--- src/rtl/toll_lane_ctrl.sv ---
// Toll lane controller: detects a new vehicle, requests a rate lookup, collects
// payment, then opens the gate or flags a violation until the exit loop clears.
module toll_lane_ctrl (
   input  logic        clk,
   input  logic        rst_n,
   input  logic        vehicle_i,
   input  logic [2:0]  axles_i,
   input  logic [12:0] clock_i,
   output logic        rate_req_o,
   output logic [2:0]  rate_axles_o,
   output logic [12:0] rate_clock_o,
   input  logic        rate_valid_i,
   input  logic [15:0] rate_toll_i,
   input  logic        pay_valid_i,
   input  logic [15:0] pay_cents_i,
   input  logic        exit_i,
   output logic [15:0] amount_due_o,
   output logic [15:0] change_o,
   output logic        go_o,
   output logic        stop_o,
   output logic        violation_o,
   output logic [7:0]  viol_count_o,
   output logic        busy_o
);

   typedef enum logic [2:0] {
      S_IDLE, S_LOOKUP, S_WAIT_PAY, S_OPEN, S_VIOL
   } state_e;

   localparam logic [11:0] LOOKUP_LIMIT = 12'd16;
   localparam logic [11:0] PAY_LIMIT    = 12'd4095;

   state_e      state_q, state_d;
   logic        veh_prev_q;
   logic [2:0]  axles_q, axles_d;
   logic [12:0] clock_q, clock_d;
   logic        rate_req_q, rate_req_d;
   logic [15:0] toll_q, toll_d;
   logic [16:0] paid_q, paid_d;
   logic [11:0] timer_q, timer_d;
   logic [15:0] due_q, due_d;
   logic [15:0] change_q, change_d;
   logic        viol_q, viol_d;
   logic [7:0]  vcount_q, vcount_d;
   logic        go_q, stop_q, busy_q;

   logic        veh_rise;
   logic        axles_ok;
   logic [17:0] paid_sum;
   logic [16:0] paid_new;
   logic [11:0] timer_inc;

   assign veh_rise  = vehicle_i & ~veh_prev_q;
   assign axles_ok  = (axles_i >= 3'd2) && (axles_i <= 3'd4);
   assign paid_sum  = {1'b0, paid_q} + {2'b00, pay_cents_i};
   assign paid_new  = paid_sum[17] ? 17'h1FFFF : paid_sum[16:0];
   assign timer_inc = timer_q + 12'd1;

   // NOTE: every variable gets a default before the case so no latch is inferred.
   always_comb begin
      state_d    = state_q;
      axles_d    = axles_q;
      clock_d    = clock_q;
      rate_req_d = 1'b0;
      toll_d     = toll_q;
      paid_d     = paid_q;
      timer_d    = timer_q;
      due_d      = due_q;
      change_d   = change_q;
      viol_d     = 1'b0;
      vcount_d   = vcount_q;

      case (state_q)
         S_IDLE: begin
            if (veh_rise) begin
               axles_d = axles_i;
               clock_d = clock_i;
               timer_d = '0;
               if (axles_ok) begin
                  rate_req_d = 1'b1;
                  state_d    = S_LOOKUP;
               end else begin
                  state_d    = S_VIOL;
               end
            end
         end
         S_LOOKUP: begin
            if (rate_valid_i) begin
               toll_d   = rate_toll_i;
               due_d    = rate_toll_i;
               paid_d   = '0;
               timer_d  = '0;
               change_d = '0;
               state_d  = (rate_toll_i == 16'd0) ? S_OPEN : S_WAIT_PAY;
            end else begin
               timer_d = timer_inc;
               if (timer_inc == LOOKUP_LIMIT) state_d = S_VIOL;
            end
         end
         S_WAIT_PAY: begin
            // Driving through beats any payment landing in the same cycle.
            if (exit_i) begin
               state_d = S_VIOL;
            end else if (pay_valid_i) begin
               paid_d  = paid_new;
               timer_d = '0;
               if (paid_new >= {1'b0, toll_q}) begin
                  due_d    = '0;
                  change_d = paid_new[15:0] - toll_q;
                  state_d  = S_OPEN;
               end else begin
                  due_d    = toll_q - paid_new[15:0];
               end
            end else begin
               timer_d = timer_inc;
               if (timer_inc == PAY_LIMIT) state_d = S_VIOL;
            end
         end
         S_OPEN, S_VIOL: begin
            if (exit_i) begin
               due_d    = '0;
               change_d = '0;
               state_d  = S_IDLE;
            end
         end
         default: state_d = S_IDLE;
      endcase

      if (state_d == S_VIOL && state_q != S_VIOL) begin
         viol_d   = 1'b1;
         vcount_d = (vcount_q == 8'hFF) ? vcount_q : vcount_q + 8'd1;
      end
   end

   // NOTE: sequential state uses non-blocking assignments only.
   always_ff @(posedge clk or negedge rst_n) begin
      if (!rst_n) begin
         state_q    <= S_IDLE;
         veh_prev_q <= 1'b1;   // a vehicle already present at reset release is not a new arrival
         axles_q    <= '0;
         clock_q    <= '0;
         rate_req_q <= 1'b0;
         toll_q     <= '0;
         paid_q     <= '0;
         timer_q    <= '0;
         due_q      <= '0;
         change_q   <= '0;
         viol_q     <= 1'b0;
         vcount_q   <= '0;
         go_q       <= 1'b0;
         stop_q     <= 1'b1;
         busy_q     <= 1'b0;
      end else begin
         state_q    <= state_d;
         veh_prev_q <= vehicle_i;
         axles_q    <= axles_d;
         clock_q    <= clock_d;
         rate_req_q <= rate_req_d;
         toll_q     <= toll_d;
         paid_q     <= paid_d;
         timer_q    <= timer_d;
         due_q      <= due_d;
         change_q   <= change_d;
         viol_q     <= viol_d;
         vcount_q   <= vcount_d;
         go_q       <= (state_d == S_OPEN);
         stop_q     <= (state_d != S_OPEN);
         busy_q     <= (state_d != S_IDLE);
      end
   end

   assign rate_req_o   = rate_req_q;
   assign rate_axles_o = axles_q;
   assign rate_clock_o = clock_q;
   assign amount_due_o = due_q;
   assign change_o     = change_q;
   assign go_o         = go_q;
   assign stop_o       = stop_q;
   assign violation_o  = viol_q;
   assign viol_count_o = vcount_q;
   assign busy_o       = busy_q;

endmodule

--- config.mk ---
export PLATFORM = sky130hd
export DESIGN_NAME = toll_lane_ctrl
export DESIGN_NICKNAME = d
export VERILOG_FILES = /design/src/rtl/toll_lane_ctrl.sv
export SDC_FILE = /design/constraint.sdc
export NUM_CORES = 1
export LEC_CHECK = 0
export ABC_CLOCK_PERIOD_IN_PS = 7100
export BUFFER_PORTS_ARGS = -buffer_cell sky130_fd_sc_hd__buf_2
export CAP_MARGIN = 20
export CORE_MARGIN = 2
export CORE_UTILIZATION = 55
export CTS_BUF_LIST = sky130_fd_sc_hd__clkbuf_16
export DETAILED_ROUTE_END_ITERATION = 6
export GPL_TIMING_DRIVEN = 0
export PLACE_DENSITY = 0.77
export SLEW_MARGIN = 20
export SYNTH_ARGS = -nofsm -noshare
export SYNTH_HDL_FRONTEND = slang
export SYNTH_SLANG_ARGS = --single-unit
--- constraint.sdc ---
create_clock -name clk -period 7.1 [get_ports clk]
set_input_delay 0 -clock clk [delete_from_list [all_inputs] [get_ports clk]]
set_output_delay 0 -clock clk [all_outputs]
set_load 0.02 [all_outputs]
# ---- After elaboration in Yosys (flattened, before gate mapping)
# Index checks and enable logic that the tools add are counted.
dict set report op_classes {
  order_cmp 3
  addsub 5
  muxes 36
  eq_ne 17
  n_reduce_logical 16
  n_bitwise 3
}
# cell n
set ops {}
lappend ops {{2-to-1 mux 16 bit} 9}
lappend ops {{case mux 16 bit (3 select lines)} 2}
lappend ops {{2-to-1 mux 17 bit} 4}
lappend ops {{2-to-1 mux 12 bit} 4}
lappend ops {{case mux 12 bit (3 select lines)} 1}
lappend ops {{case mux 17 bit (2 select lines)} 1}
lappend ops {{subtractor 16 bit} 2}
lappend ops {{2-to-1 mux 3 bit} 9}
lappend ops {{adder 17 x 16 -> 18 bit} 1}
lappend ops {{greater-or-equal comparator 17 x 16 -> 1 bit} 1}
lappend ops {{logical NOT 16 bit} 1}
lappend ops {{adder 12 x 1 -> 12 bit (second input constant)} 1}
lappend ops {{equality test 12 bit (second input constant)} 1}
lappend ops {{equality test 12 x 5 -> 1 bit (second input constant)} 1}
lappend ops {{!= test 2 bit (second input constant)} 6}
lappend ops {{case mux 3 bit (4 select lines)} 1}
lappend ops {{equality test 3 x 2 -> 1 bit (second input constant)} 3}
lappend ops {{nonzero test 3 bit} 3}
lappend ops {{adder 8 x 1 -> 8 bit (second input constant)} 1}
lappend ops {{equality test 8 bit (second input constant)} 1}
lappend ops {{equality test 3 bit (second input constant)} 2}
lappend ops {{AND reduction 2 bit} 3}
lappend ops {{AND reduction 6 bit} 1}
lappend ops {{2-to-1 mux 1 bit} 5}
lappend ops {{other kinds (14)} 16}
dict set report word_totals {
  out_inout_bits 61
  elab_cells 95
  regBits 110
  input_bits 54
}

# ---- Longest topological paths before layout
dict set report logic_depth {
  word_depth 10
  depth_mapped 22
  ltp_nobuf 19
}

# ---- Least setup slack after synthesis
# No wires, ideal clock.
dict set report synth_timing {
  path_type {register to register}
  startpoint {register paid_q[1]}
  endpoint {register change_q[10], in the netlist change_o[10]}
  synth_period_minus_slack_ns 4.931
  arrival_ns 4.807
  path_stages_with_launch 23
  required_ns 6.975
  setup_slack_ns 2.169
  n_path_buf 4
  path_cell_list {dfrtp_1 > ha_1 > a211oi_1 > o21ai_0 > a21oi_1 > o31ai_1 > a31oi_1 > nor2b_1 > clkbuf_1 > nor2_1 > inv_1 > ha_1 > clkbuf_1 > and4_1 > nand2_1 > a21oi_1 > o221a_2 > o21ai_0 > and3_1 > clkbuf_1 > a21boi_2 > buf_2 > mux2_2}
}
dict set report synth_via {
  elab_chain_cells 7
}
# item line_no
set synth_lines {}
lappend synth_lines {{from (decl)} 39} ;# logic [16:0] paid_q, paid_d;
lappend synth_lines {{from (signal assigned)} 160} ;# paid_q <= paid_d;
lappend synth_lines {{adder 17 x 16 -> 18 bit *} 55} ;# assign paid_sum = {1'b0, paid_q} + {2'b00, pay_cents_i};
lappend synth_lines {{2-to-1 mux 17 bit *} 56} ;# assign paid_new = paid_sum[17] ? 17'h1FFFF : paid_sum[16:0];
lappend synth_lines {{subtractor 16 bit} 109} ;# change_d = paid_new[15:0] - toll_q;
lappend synth_lines {{2-to-1 mux 16 bit} 107} ;# if (paid_new >= {1'b0, toll_q}) begin
lappend synth_lines {{2-to-1 mux 16 bit} 104} ;# end else if (pay_valid_i) begin
lappend synth_lines {{2-to-1 mux 16 bit} 102} ;# if (exit_i) begin
lappend synth_lines {{case mux 16 bit (3 select lines)} 73} ;# case (state_q)
lappend synth_lines {{to (signal assigned)} 163} ;# change_q <= change_d;
lappend synth_lines {{to (decl)} 42} ;# logic [15:0] change_q, change_d;
# Every way passes the cells marked *; elsewhere a longest branch is shown, timed or not. The select of a mux whose other input is x is not followed.
# A chain may end at the register's enable or synchronous reset.

# ---- Final worst setup path
dict set report layout_timing {
  startpoint {register paid_q[2]}
  endpoint {register change_q[7], in the netlist change_o[7]}
}
# Same word-level chain as after synthesis.

==> key figures <==
Synth
  • Xor/xnor share of the synthesized area: 0.0417
  • Number of synthesized register bits: 110
  • Most area-hungry cell type in the Yosys netlist: dfrtp_1
  • Largest family of logic cells by synthesized area: compound AO/OA/AOI/OAI gates
  • Yosys Warn Count: 0
  • Post-synthesis mux area share: 0.0582
  • Post-Synth Simple-Gate Area: 0.185
  • Share of the synthesized area in the top cell type: 0.368
  • Netlist cell types: 70
  • Sequential element share of the synthesized area: 0.375
  • Synth area leaders: dfrtp_1 (37%), ha_1 (8.5%), mux2_2 (5.2%), o21ai_0 (4.5%), nand2_1 (4.4%)
  • Main synth FF type: dfrtp_1
  • Avg Inst Size Synth: 8.84 um2
  • Post-Synth Adder-Cell Area: 0.0933
  • Cells after synthesis: 831
  • Area of the mapped netlist: 7350 um2
  • Synth Area in Compound Gates: 0.196
  • Async set-or-reset flop fraction in the synthesized netlist: 1.00
  • Number of synthesized flops with an enable pin: 0
  • Synth Net Count: 938

Detailed routing
  • Vias/cell: 5.75
  • Routed len/inst: 16.7 um
  • Met2 WL: 9360 um
  • Residual DRC: 0
  • Post-route ant nets: 0
  • Drt initial violations: 509
  • Metal1 wirelength: 8470 um
  • Post-Route WL: 19,500 um
  • Top Metal Used: met4
  • Vias: 6,737
  • DRT Pass-1 Iters: 6
  • Routed met3 length: 1070 um

Pwr
  • Max VDD drop: 0.277 mV
  • PwrDens: 521 nW/um2
  • LEAKAGE: 4.22 nW

Clocking
  • CTS tree: done
  • CTS buffer count: 9
  • H-tree Lvls: 3
  • Longest Clk Path Bufs: 2
  • Clk slew on worst S/H paths: 0.07 ns
  • Post_cts resized: 0
  • Clock latency at the later pin of the worst-skew pair: 0.36 ns
  • Root Buffer: clkbuf_16
  • Clock Sink Count: 110

Timing
  • Worst slew margin: 0.452
  • Upper clock frequency limit: 161 MHz
  • Worst hold slack: 0.0683 ns
  • Layout Skew: 0.00986 ns
  • Final Hold Violating Endpoints: 0
  • Worst-Margin Slew: 0.807 ns
  • Setup-failing EPs final: 0
  • Final worst slack: 0.894 ns
  • Setup TNS: 0 ns
  • Fin crit share: 0.874
  • Fin crit period: 6.21 ns
  • Final-report max-slew violation count: 0
  • RSZ-0062 raised after global routing: no

Die
  • Core area: 13,100 um2
  • Rows: 42
  • Num ports: 115
  • Initial Util: 0.559
  • Die ar.: 14,300 um2
  • Die W: 120 um
  • Die Y: 120 um

Worst setup path
  • Crit-path max FO: 10
  • Critical path endpoint: change_o[7]$_DFFE_PN0P_
  • Critical Path Start: paid_q[2]$_DFFE_PN0P_
  • Worst Setup Start Kind: register
  • Crit path DAT: 6.45 ns
  • Critical Path Max Stage Delay: 0.43 ns
  • Register-to-register setup slack: 0.89 ns
  • Worst path cell trace: ha_1 -> o21ai_0 -> o21ai_0 -> a21oi_1 -> o31ai_1 -> a31oi_1 -> nor2b_1 -> clkbuf_1 -> nor2_1 -> inv_1 -> ha_1 -> clkbuf_1 -> and4_1 -> nand2_1 -> a21oi_1 -> o221a_2 -> o21ai_0 -> and3_1 -> clkbuf_1 -> a21boi_2 -> buf_2 -> mux2_2
  • R2r endpoint: change_o[7]$_DFFE_PN0P_
  • Worst path required time: 7.34 ns
  • Slowest cell on crit path: a21boi_2
  • R2R Path Start: paid_q[2]$_DFFE_PN0P_
  • Critical path capture point type: register
  • CP Class: register to register
  • R2r worst-path depth: 22

Cells and area
  • Final Cell Area: 8810 um2
  • Commonest non-fill, non-tap cell in the layout: buf_2
  • Layout area overhead: 20.0%
  • FF/Latch Area: 2760 um2
  • Multi-input gate area: 4230 um2
  • Final Util: 0.671
  • Share of cells above drive strength 1: 0.189
  • Most frequent cells in the layout: buf_2 (116), dfrtp_1 (108), nand2_1 (86), nor2_1 (66), o21ai_0 (66)
  • Filler cells: 1,119
  • Ant diodes: 0
  • Nets: 1,098

Global routing
  • Vias in the first global route: 6,580
  • First-pass GRT wire length: 31,900 um
  • GRT overflow: 0
  • Global Route Usage Sum: 0.280
  • Initial antenna violation count: 0
  • Largest net degree at the start of global routing: 66

Job
  • Max-cap violations: 0

Run status
  • Status: complete, no violations

Place
  • Placer Congestion: 0.938
  • Pre-CTS setup slack: 0.996 ns
  • DP HPWL: 14,500 um
  • Port bufs: 114
  • Placed cell areas: 8180 um2

Hold path
  • Worst min path class: input port to register
[synthesized netlist by cell type (all sizes together), types with 15 or more instances]
library cell    n
a21o           15
a21oi          46
clkbuf         34
dfrtp         108
ha             50
inv            53
mux2           35
nand2          87
nand3          25
nor2           66
nor3           22
o21a           17
o21ai          67
xnor2          23
[metal layers]
| layer | up-vias | track usage |
|---|---|---|
| met2 | 211 | 0.468 |
| met5 | - | 0 |
| met3 | 43 | 0.0442 |
| li1 | 3276 | - |
| met4 | 0 | 0.127 |
| met1 | 3207 | 0.360 |
[kinds of logic after synthesis]
| family | Yosys count |
|---|---|
| flip-flops | 110 |
| AND/OR/NAND/NOR | 277 |
| multiplexers | 38 |
| buffers and inverters | 94 |
| adder cells (fa/ha/maj) | 53 |
| XOR/XNOR | 35 |
| AO/OA/AOI/OAI | 224 |
[area by class of cell]
class,count,share of cell area
Buffer,41,0.0194
Clock buffer,9,0.0256
Clock inverter,7,0.00752
Inverter,53,0.0226
Multi-Input combinational cell,627,0.480
Sequential cell,110,0.313
Tap cell,176,0.0250
Timing Repair Buffer,149,0.107
[what timing repair did]
action                    CTS  global route
buffers inserted            0             0
hold endpoints to repair   95             0
hold buffers               34             0
[state kept, by name, summed over array words and instances, names as in the netlist]
register,count
paid_q,17
amount_due_o,16
change_o,16
toll_q,16
rate_clock_o,13
timer_q,12
viol_count_o,8
rate_axles_o,3
state_q,3
busy_o,1
go_o,1
rate_req_o,1
stop_o,1
veh_prev_q,1
violation_o,1
[per-stage QoR]
stage | power [mW] | cells
floorplan | 3.27 | 831
global route | 4.98 | 1172
global placement | 3.96 | 1121
CTS | 4.55 | 1172
detailed placement | 4.01 | 1122
finish | 4.59 | 1172
[worst max-delay path: cells and delay by family (launching register included)]
family / cells / cell delay, ns
compound gates: 9 / 2.32
buf+inv: 5 / 1.24
simple gates: 5 / 1.12
fa+ha+maj: 2 / 0.62
flops: 1 / 0.39
mux: 1 / 0.37
[where the power goes]
group | leakage [nW] | internal, mW | switching, mW
combinational | 2.68 | 1.19 | 1.87
clock | 0.146 | 0.272 | 0.240
sequential | 1.40 | 0.873 | 0.150
[worst min path at each step]
stage	startpoint	to	cells after the start
6_report	pay_valid_i	go_o$_DFF_PN0_	2
5_1_grt	pay_valid_i	go_o$_DFF_PN0_	2
4_1_cts	pay_valid_i	stop_o$_DFF_PN1_	3
3_5_place_dp	rst_n	paid_q[10]$_DFFE_PN0P_	1
3_3_place_gp	vehicle_i	veh_prev_q$_DFF_PN1_	1
2_1_floorplan	rst_n	amount_due_o[0]$_DFFE_PN0P_	0
Power figures use the tool's default switching activity.
